<file path="config.mk">
export PLATFORM = sky130hd
export DESIGN_NAME = jk_reg_bank_flat
export DESIGN_NICKNAME = d
export VERILOG_FILES = /design/src/rtl/jk_reg_bank_if.sv /design/src/rtl/jk_reg_bank.sv /design/src/flat_wrapper.sv
export SDC_FILE = /design/constraint.sdc
export NUM_CORES = 1
export LEC_CHECK = 0
export CORE_ASPECT_RATIO = 1.4
export CORE_MARGIN = 8
export CORE_UTILIZATION = 35
export DETAILED_ROUTE_END_ITERATION = 6
export PLACE_DENSITY_LB_ADDON = 0.2
export REMOVE_ABC_BUFFERS = 1
export SLEW_MARGIN = 20
export SYNTH_ARGS = -nofsm -noshare
export SYNTH_HDL_FRONTEND = slang
export SYNTH_SLANG_ARGS = --single-unit
</file>
<file path="constraint.sdc">
create_clock -name clk -period 13.85 [get_ports clk]
set_input_delay 2.0775 -clock clk [delete_from_list [all_inputs] [get_ports clk]]
set_output_delay 2.0775 -clock clk [all_outputs]
set_load 0.03 [all_outputs]
</file>
<file path="src/rtl/jk_reg_bank_if.sv">
// Control/status bus for jk_reg_bank: mode inputs, load/clear strobes and
// the registered state outputs.
interface jk_reg_bank_if #(
  parameter int WIDTH = 8,
  parameter int CNT_W = 8
);
  logic             en;
  logic [1:0]       mode;
  logic [WIDTH-1:0] j;
  logic [WIDTH-1:0] k;
  logic             load;
  logic [WIDTH-1:0] load_val;
  logic             err_clr;
  logic             cnt_clr;
  logic [WIDTH-1:0] q;
  logic [WIDTH-1:0] qbar;
  logic [WIDTH-1:0] sr_err;
  logic [CNT_W-1:0] chg_cnt;

  modport master (
    output en, mode, j, k, load, load_val, err_clr, cnt_clr,
    input  q, qbar, sr_err, chg_cnt
  );

  modport slave (
    input  en, mode, j, k, load, load_val, err_clr, cnt_clr,
    output q, qbar, sr_err, chg_cnt
  );
endinterface

</file>
<file path="src/rtl/jk_reg_bank.sv">
// Bank of WIDTH flip-flops with run-time JK/D/T/SR mode, parallel load,
// sticky SR illegal-input flags and a saturating count of output bit changes.
module jk_reg_bank #(
  parameter int               WIDTH     = 8,
  parameter logic [WIDTH-1:0] RESET_VAL = '0,
  parameter int               CNT_W     = 8
) (
  input logic          clk,
  input logic          rst,
  jk_reg_bank_if.slave bus
);

  typedef enum logic [1:0] {
    MODE_JK = 2'b00,
    MODE_D  = 2'b01,
    MODE_T  = 2'b10,
    MODE_SR = 2'b11
  } mode_e;

  localparam int               POP_W   = $clog2(WIDTH + 1);
  localparam int               SUM_W   = CNT_W + POP_W;
  localparam logic [SUM_W-1:0] CNT_MAX = SUM_W'({CNT_W{1'b1}});

  mode_e            mode;
  logic [WIDTH-1:0] q_r;
  logic [WIDTH-1:0] q_next;
  logic [WIDTH-1:0] illegal;
  logic [WIDTH-1:0] err_r;
  logic [WIDTH-1:0] err_next;
  logic [CNT_W-1:0] cnt_r;
  logic [CNT_W-1:0] cnt_next;
  logic [POP_W-1:0] pop;
  logic [SUM_W-1:0] sum;

  assign mode = mode_e'(bus.mode);

  always_comb begin
    // NOTE: every output of this block gets a default first, so no path can
    // leave a value unassigned and infer a latch.
    q_next  = q_r;
    illegal = '0;
    if (bus.load) begin
      q_next = bus.load_val;
    end else if (bus.en) begin
      for (int i = 0; i < WIDTH; i++) begin
        case (mode)
          MODE_D: q_next[i] = bus.j[i];
          MODE_T: if (bus.j[i]) q_next[i] = ~q_r[i];
          default: begin
            // JK and SR decode identically except for the 11 combination
            case ({bus.j[i], bus.k[i]})
              2'b01:   q_next[i] = 1'b0;
              2'b10:   q_next[i] = 1'b1;
              2'b11: begin
                if (mode == MODE_SR) illegal[i] = 1'b1;
                else                 q_next[i]  = ~q_r[i];
              end
              default: q_next[i] = q_r[i];
            endcase
          end
        endcase
      end
    end
  end

  // A clear and a fresh illegal event on the same bit keep the bit set
  assign err_next = bus.err_clr ? illegal : (err_r | illegal);

  always_comb begin
    pop = '0;
    for (int i = 0; i < WIDTH; i++) begin
      pop = pop + POP_W'(q_next[i] ^ q_r[i]);
    end
  end

  // Widened add so the clamp sees the true sum before it could wrap
  assign sum      = SUM_W'(cnt_r) + SUM_W'(pop);
  assign cnt_next = bus.cnt_clr     ? '0 :
                    (sum > CNT_MAX) ? {CNT_W{1'b1}} : sum[CNT_W-1:0];

  always_ff @(posedge clk) begin
    // NOTE: state registers use non-blocking assignments so every flop
    // samples the pre-edge values regardless of statement order.
    if (rst) begin
      q_r   <= RESET_VAL;
      err_r <= '0;
      cnt_r <= '0;
    end else begin
      q_r   <= q_next;
      err_r <= err_next;
      cnt_r <= cnt_next;
    end
  end

  assign bus.q       = q_r;
  assign bus.qbar    = ~q_r;
  assign bus.sr_err  = err_r;
  assign bus.chg_cnt = cnt_r;

endmodule
</file>
<file path="src/flat_wrapper.sv">
// flat-port wrapper written by rule: the top's interface ports become plain ports
module jk_reg_bank_flat 
#(
  parameter int               WIDTH     = 8,
  parameter logic [WIDTH-1:0] RESET_VAL = '0,
  parameter int               CNT_W     = 8
)
  (clk, rst, bus_en, bus_mode, bus_j, bus_k, bus_load, bus_load_val, bus_err_clr, bus_cnt_clr, bus_q, bus_qbar, bus_sr_err, bus_chg_cnt);
  jk_reg_bank_if #(.WIDTH(WIDTH), .CNT_W(CNT_W)) bus_i ();
  input logic clk;
  input logic rst;
  input wire logic [$bits(bus_i.en)-1:0] bus_en;
  input wire logic [$bits(bus_i.mode)-1:0] bus_mode;
  input wire logic [$bits(bus_i.j)-1:0] bus_j;
  input wire logic [$bits(bus_i.k)-1:0] bus_k;
  input wire logic [$bits(bus_i.load)-1:0] bus_load;
  input wire logic [$bits(bus_i.load_val)-1:0] bus_load_val;
  input wire logic [$bits(bus_i.err_clr)-1:0] bus_err_clr;
  input wire logic [$bits(bus_i.cnt_clr)-1:0] bus_cnt_clr;
  output wire logic [$bits(bus_i.q)-1:0] bus_q;
  output wire logic [$bits(bus_i.qbar)-1:0] bus_qbar;
  output wire logic [$bits(bus_i.sr_err)-1:0] bus_sr_err;
  output wire logic [$bits(bus_i.chg_cnt)-1:0] bus_chg_cnt;
  assign bus_i.en = bus_en;
  assign bus_i.mode = bus_mode;
  assign bus_i.j = bus_j;
  assign bus_i.k = bus_k;
  assign bus_i.load = bus_load;
  assign bus_i.load_val = bus_load_val;
  assign bus_i.err_clr = bus_err_clr;
  assign bus_i.cnt_clr = bus_cnt_clr;
  assign bus_q = bus_i.q;
  assign bus_qbar = bus_i.qbar;
  assign bus_sr_err = bus_i.sr_err;
  assign bus_chg_cnt = bus_i.chg_cnt;
  jk_reg_bank #(.WIDTH(WIDTH), .RESET_VAL(RESET_VAL), .CNT_W(CNT_W)) u_core (.clk(clk), .rst(rst), .bus(bus_i));
endmodule
</file>
After elaboration in Yosys (flattened, before gate mapping)
Cells that the tools add are included.

word-level totals
  output and inout port bits = 32
  input bits = 32
  flip-flop bits (word level) = 24
  word-level logic and storage cells = 114

cells by class
  bitwise operators = 18
  add/subtract/negate cells = 8
  multiplexer cells = 55
  order comparisons = 1
  reductions and logical operators = 2
  equality and inequality tests = 27

operators by type and width
  kind                   count
  $mux W8                6
  $eq A2 B2 Y1 const B   18
  $mux W1                33
  $add A4 B4 Y4          7
  $pmux W1 S3            8
  $eq A2 B1 Y1 const B   9
  $pmux W1 S2            8
  $gt A12 B8 Y1 const B  1
  $add A8 B4 Y9          1
  $not A1 Y1             8
  $not A8 Y8             1
  $or A8 B8 Y8           1
  $xor A1 B1 Y1          8
  $reduce_or A2 Y1       2

Depth between registers and ports, before layout
  depth after elaboration = 17
  mapped depth = 23

Worst setup path after synthesis
OpenSTA, ideal clock, no wires.

  path type = input to register
  start point = input port bus_mode[0]
  end point = register u_core.cnt_r[6] (netlist: u_core.bus.chg_cnt[6])
  arrival = 6831 ps
  data required time = 13723 ps
  slack = 6892 ps
  cell stages on the path = 22
  buffers on the path = 2
  path through = inv_1 > ha_1 > clkbuf_2 > clkbuf_1 > a31oi_1 > o21ai_0 > nand2_1 > fa_1 > inv_1 > fa_1 > inv_1 > fa_1 > inv_1 > ha_1 > fa_1 > inv_1 > fa_1 > inv_1 > a21oi_1 > o21ai_1 > nor4bb_1 > nor3_1

between the ends
  longest elaborated chain between the ends = 17
  elaborated cells on any way between the ends = 47
  those cells by class = 8 x add/sub; 1 x order compare; 3 x eq/ne; 27 x mux; 8 x bitwise

ends and longest elaborated chain
  item                         RTL line            RTL
  start: declaration           flat_wrapper.sv:13  input wire logic [$bits(bus_i.mode)-1:0] bus_mode;
  $eq A2 B2 Y1                 jk_reg_bank.sv:55   if (mode == MODE_SR) illegal[i] = 1'b1;
  $mux W1                      jk_reg_bank.sv:55
  $pmux W1 S3                  jk_reg_bank.sv:51   case ({bus.j[i], bus.k[i]})
  $pmux W1 S2                  jk_reg_bank.sv:46   case (mode)
  $mux W8 (*)                  jk_reg_bank.sv:44   end else if (bus.en) begin
  $mux W8 (*)                  jk_reg_bank.sv:42   if (bus.load) begin
  $xor A1 B1 Y1                jk_reg_bank.sv:72   pop = pop + POP_W'(q_next[i] ^ q_r[i]);
  $add A4 B4 Y4 (6 in series)  jk_reg_bank.sv:72
  $add A4 B4 Y4 (*)            jk_reg_bank.sv:72
  $add A8 B4 Y9 (*)            jk_reg_bank.sv:77   assign sum = SUM_W'(cnt_r) + SUM_W'(pop);
  $gt A12 B8 Y1                jk_reg_bank.sv:79   (sum > CNT_MAX) ? {CNT_W{1'b1}} : sum[CNT_W-1:0];
  $mux W8 (*)                  jk_reg_bank.sv:79
  end signal: assignment       jk_reg_bank.sv:91   cnt_r <= cnt_next;
  end: declaration             jk_reg_bank.sv:30   logic [CNT_W-1:0] cnt_r;

Every way passes the cells marked *; elsewhere a longest branch is shown, timed or not.
A chain may end at the register's enable or synchronous reset.

Worst setup path in the final report
  start point = input port bus_mode[1]
  end point = register u_core.cnt_r[6] (netlist: u_core.bus.chg_cnt[6])

The elaborated chain is that of the path after synthesis.

==> flow_summary_export.csv <==
group,metric,value,unit
outcome,status,"finished, final reports clean",
synth,synth_edf_count,0,
sta,setup_violations,0,
layout,fillers,663,
sta,hold_slack,0.490,ns
clocking,post_cts_resized,0,
detailed_routing,vias,2418,
synth,syn_inst,312,
power,power,268,uW
clocking,htreeDepth,1,
worst_setup_path,worstReg2RegEnd,"u_core.bus.chg_cnt[6]$_SDFF_PP0_",
detailed_routing,first_pass_iters,4,
clocking,clock_latency,0.28,ns
synth,synth_top_area_frac,0.214,
synth,netlist_area,2240,um2
die,num_io_pins,64,
layout,antennaDiodeCount,0,
worst_setup_path,r2r_start,"u_core.bus.q[0]$_SDFF_PP0_",
synth,synth_top_flop_cell,"dfxtp_1",
detailed_routing,drt_iter0_drc,135,
clocking,holdBufCountCts,0,
detailed_routing,ant_nets,0,
layout,final_cell_mix,"clkdlybuf4s50_1 (63), a21oi_1 (37), inv_1 (33)",
worst_setup_path,crit_path_start_kind,"input port",
detailed_routing,dr_wl_met3,486,um
detailed_routing,wl_per_cell,16.3,um
die,floorplan.initialDensity,0.361,
sta,relSlewSlack,0.467,
layout,area_growth_syn_to_layout,28.5,%
sta,post-route-period-util,0.572,
layout,nets,400,
die,die_width,83.7,um
grt,grt_pass1_wl,11.1,mm
clocking,path_clk_slew,0.10,ns
die,rows,34,
sta,fin_worst_skew,0.00625,ns
synth,async_flop_share,0,
place,dp_hpwl,5.01,mm
sta,setup_tns,0,ns
clocking,clock_sinks,24,
layout,final_util,0.465,
sta,drv_slew,0,
synth,synth_top_area_cell,"dfxtp_1",
sta,fin_ws,5.93,ns
detailed_routing,top_layer,"met4",
detailed_routing,drt-total-wl,6.88,mm
worst_setup_path,required,14.02,ns
sta,hold_violations,0,
clocking,clockBufferDepth,2,
synth,syn_area_per_cell,7.19,um2
synth,synthDistinctLibCells,48,
min_path,hold_end,"u_core.bus.sr_err[2]$_SDFF_PP0_",
layout,layout-drive-gt1-share,0.0199,
min_path,hp-start,"u_core.bus.sr_err[2]$_SDFF_PP0_",
min_path,hold_depth,2,
sta,tightest_slew,0.799,ns
grt,grt_usage,0.140,
place,portBuffers,63,
detailed_routing,wl_met2,3.36,mm
die,core,6210,um2
power,vdd_drop_max,0.0995,mV
die,dieArea,9270,um2
layout,final_common_cell,"clkdlybuf4s50_1",
worst_setup_path,crit_arrival,8.09,ns
power,powerDensity,93.1,nW/um2
place,gp_congestion,0.835,
job,maxCapViolCount,0,
die,dieHeight,111,um
worst_setup_path,cp_max_fo,22,
detailed_routing,routed_via_density,5.72,
worst_setup_path,r2r_setup_slack,8.49,ns
detailed_routing,drc,0,
clocking,cts_setup_buffers,0,
min_path,worstHoldPathType,"reg -> reg",
sta,period_minus_slack,7.92,ns
synth,ys_seq_elements,24,
worst_setup_path,end_kind,"flip-flop",
grt,overflow,0,
clocking,ctsRootBufferMaster,"clkbuf_8",
grt,antenna_found_initial,0,
synth,yosysSeqAreaShare,0.214,
synth,yosys_warnings,0,
grt,grt_pass1_vias,2282,
synth,synth.area.top_cells,"dfxtp_1 (21%), a21oi_1 (8.2%), ha_1 (5.6%)",
worst_setup_path,reg2reg_depth,20,
detailed_routing,wl_met1,2.97,mm
power,p_leak,1.12,nW
clocking,cts_tree,"built",
clocking,cts_buffers,3,
place,pre_cts_ws,5.65,ns
worst_setup_path,crit_type,"in -> reg",
sta,rsz0062_at_grt,"no",
grt,grt_max_degree,30,
sta,clock.fmax,126,MHz
==> worst max-delay path, cell delays in order <==
cell and delay [ns]:
clkdlybuf4s50_1 0.51, ha_1 0.69, a21oi_1 0.19, a311oi_1 0.30
a31oi_1 0.09, o21ai_0 0.20, nand2_1 0.10, fa_1 0.53
inv_1 0.05, fa_1 0.53, inv_1 0.06, fa_1 0.53
inv_1 0.05, ha_1 0.21, fa_1 0.58, inv_1 0.07
fa_1 0.42, inv_1 0.07, a21oi_1 0.06, o21ai_1 0.35
nor4bb_1 0.34, nor3_1 0.08
==> cells in the mapped netlist, drive strengths merged, types with 3 or more instances <==
master / instances
a311oi: 3
xor2: 10
clkbuf: 15
nand2: 25
inv: 34
ha: 10
nand3: 9
dfxtp: 24
a22oi: 4
o31ai: 9
a32oi: 12
buf: 14
a31oi: 12
nand2b: 8
o21ai: 21
and3: 3
a21oi: 37
a221oi: 7
nor2: 16
nor3: 3
fa: 5
mux2i: 5
==> how the worst max path moves through the flow <==
stage	start	end	slack, ns	cells after the start
after floorplan	bus_mode[0]	u_core.bus.chg_cnt[6]$_SDFF_PP0_	6.71	22
after global placement	bus_mode[1]	u_core.bus.chg_cnt[6]$_SDFF_PP0_	5.84	22
after CTS	bus_mode[0]	u_core.bus.chg_cnt[6]$_SDFF_PP0_	5.93	23
after global routing	bus_mode[0]	u_core.bus.chg_cnt[6]$_SDFF_PP0_	5.55	23
final	bus_mode[1]	u_core.bus.chg_cnt[6]$_SDFF_PP0_	5.93	22
after detailed placement	bus_mode[0]	u_core.bus.chg_cnt[6]$_SDFF_PP0_	5.65	23
==> cells by family (layout without fill, tap and decap cells) <==
family          count (synthesis)  after routing  synth area share
compound gates                120            120             0.346
xor+xnor                       12             12            0.0468
fa+ha+maj                      15             15             0.100
buf+inv                        63            102             0.118
flops                          24             24             0.214
mux                             5              5            0.0223
simple gates                   73             73             0.153
==> routing by layer <==
| layer | vias up | global-route usage |
|---|---|---|
| met5 | - | 0 |
| met4 | 0 | 0.0393 |
| met3 | 7 | 0.0331 |
| met2 | 69 | 0.240 |
| met1 | 1136 | 0.167 |
| li1 | 1206 | - |
==> power by group <==
group | total (mW) | internal (mW) | switching (mW)
logic | 0.141 | 0.0614 | 0.0797
clock network | 0.0452 | 0.0196 | 0.0256
registers | 0.0822 | 0.0747 | 0.00750
total | 0.268 | 0.156 | 0.113
==> state kept, by name, indices dropped and copies added, names as in the netlist <==
signal	flops
u_core.bus.chg_cnt	8
u_core.bus.q	8
u_core.bus.sr_err	8
==> stage by stage <==
step,cells,cell area (um2)
finish,423,2890
global route,423,2890
CTS,423,2890
detailed placement,420,2840
global placement,420,2840
floorplan,283,2110
==> final cells by class <==
cell class | instances | area [um2] | area share
inverters | 34 | 128 | 0.0442
well taps | 72 | 90.1 | 0.0312
clock buffers | 3 | 41.3 | 0.0143
flip-flops and latches | 24 | 480 | 0.167
multi-input cells | 225 | 1500 | 0.520
repair buffers | 65 | 646 | 0.224
Note: power is estimated with default switching activity, not from simulation.
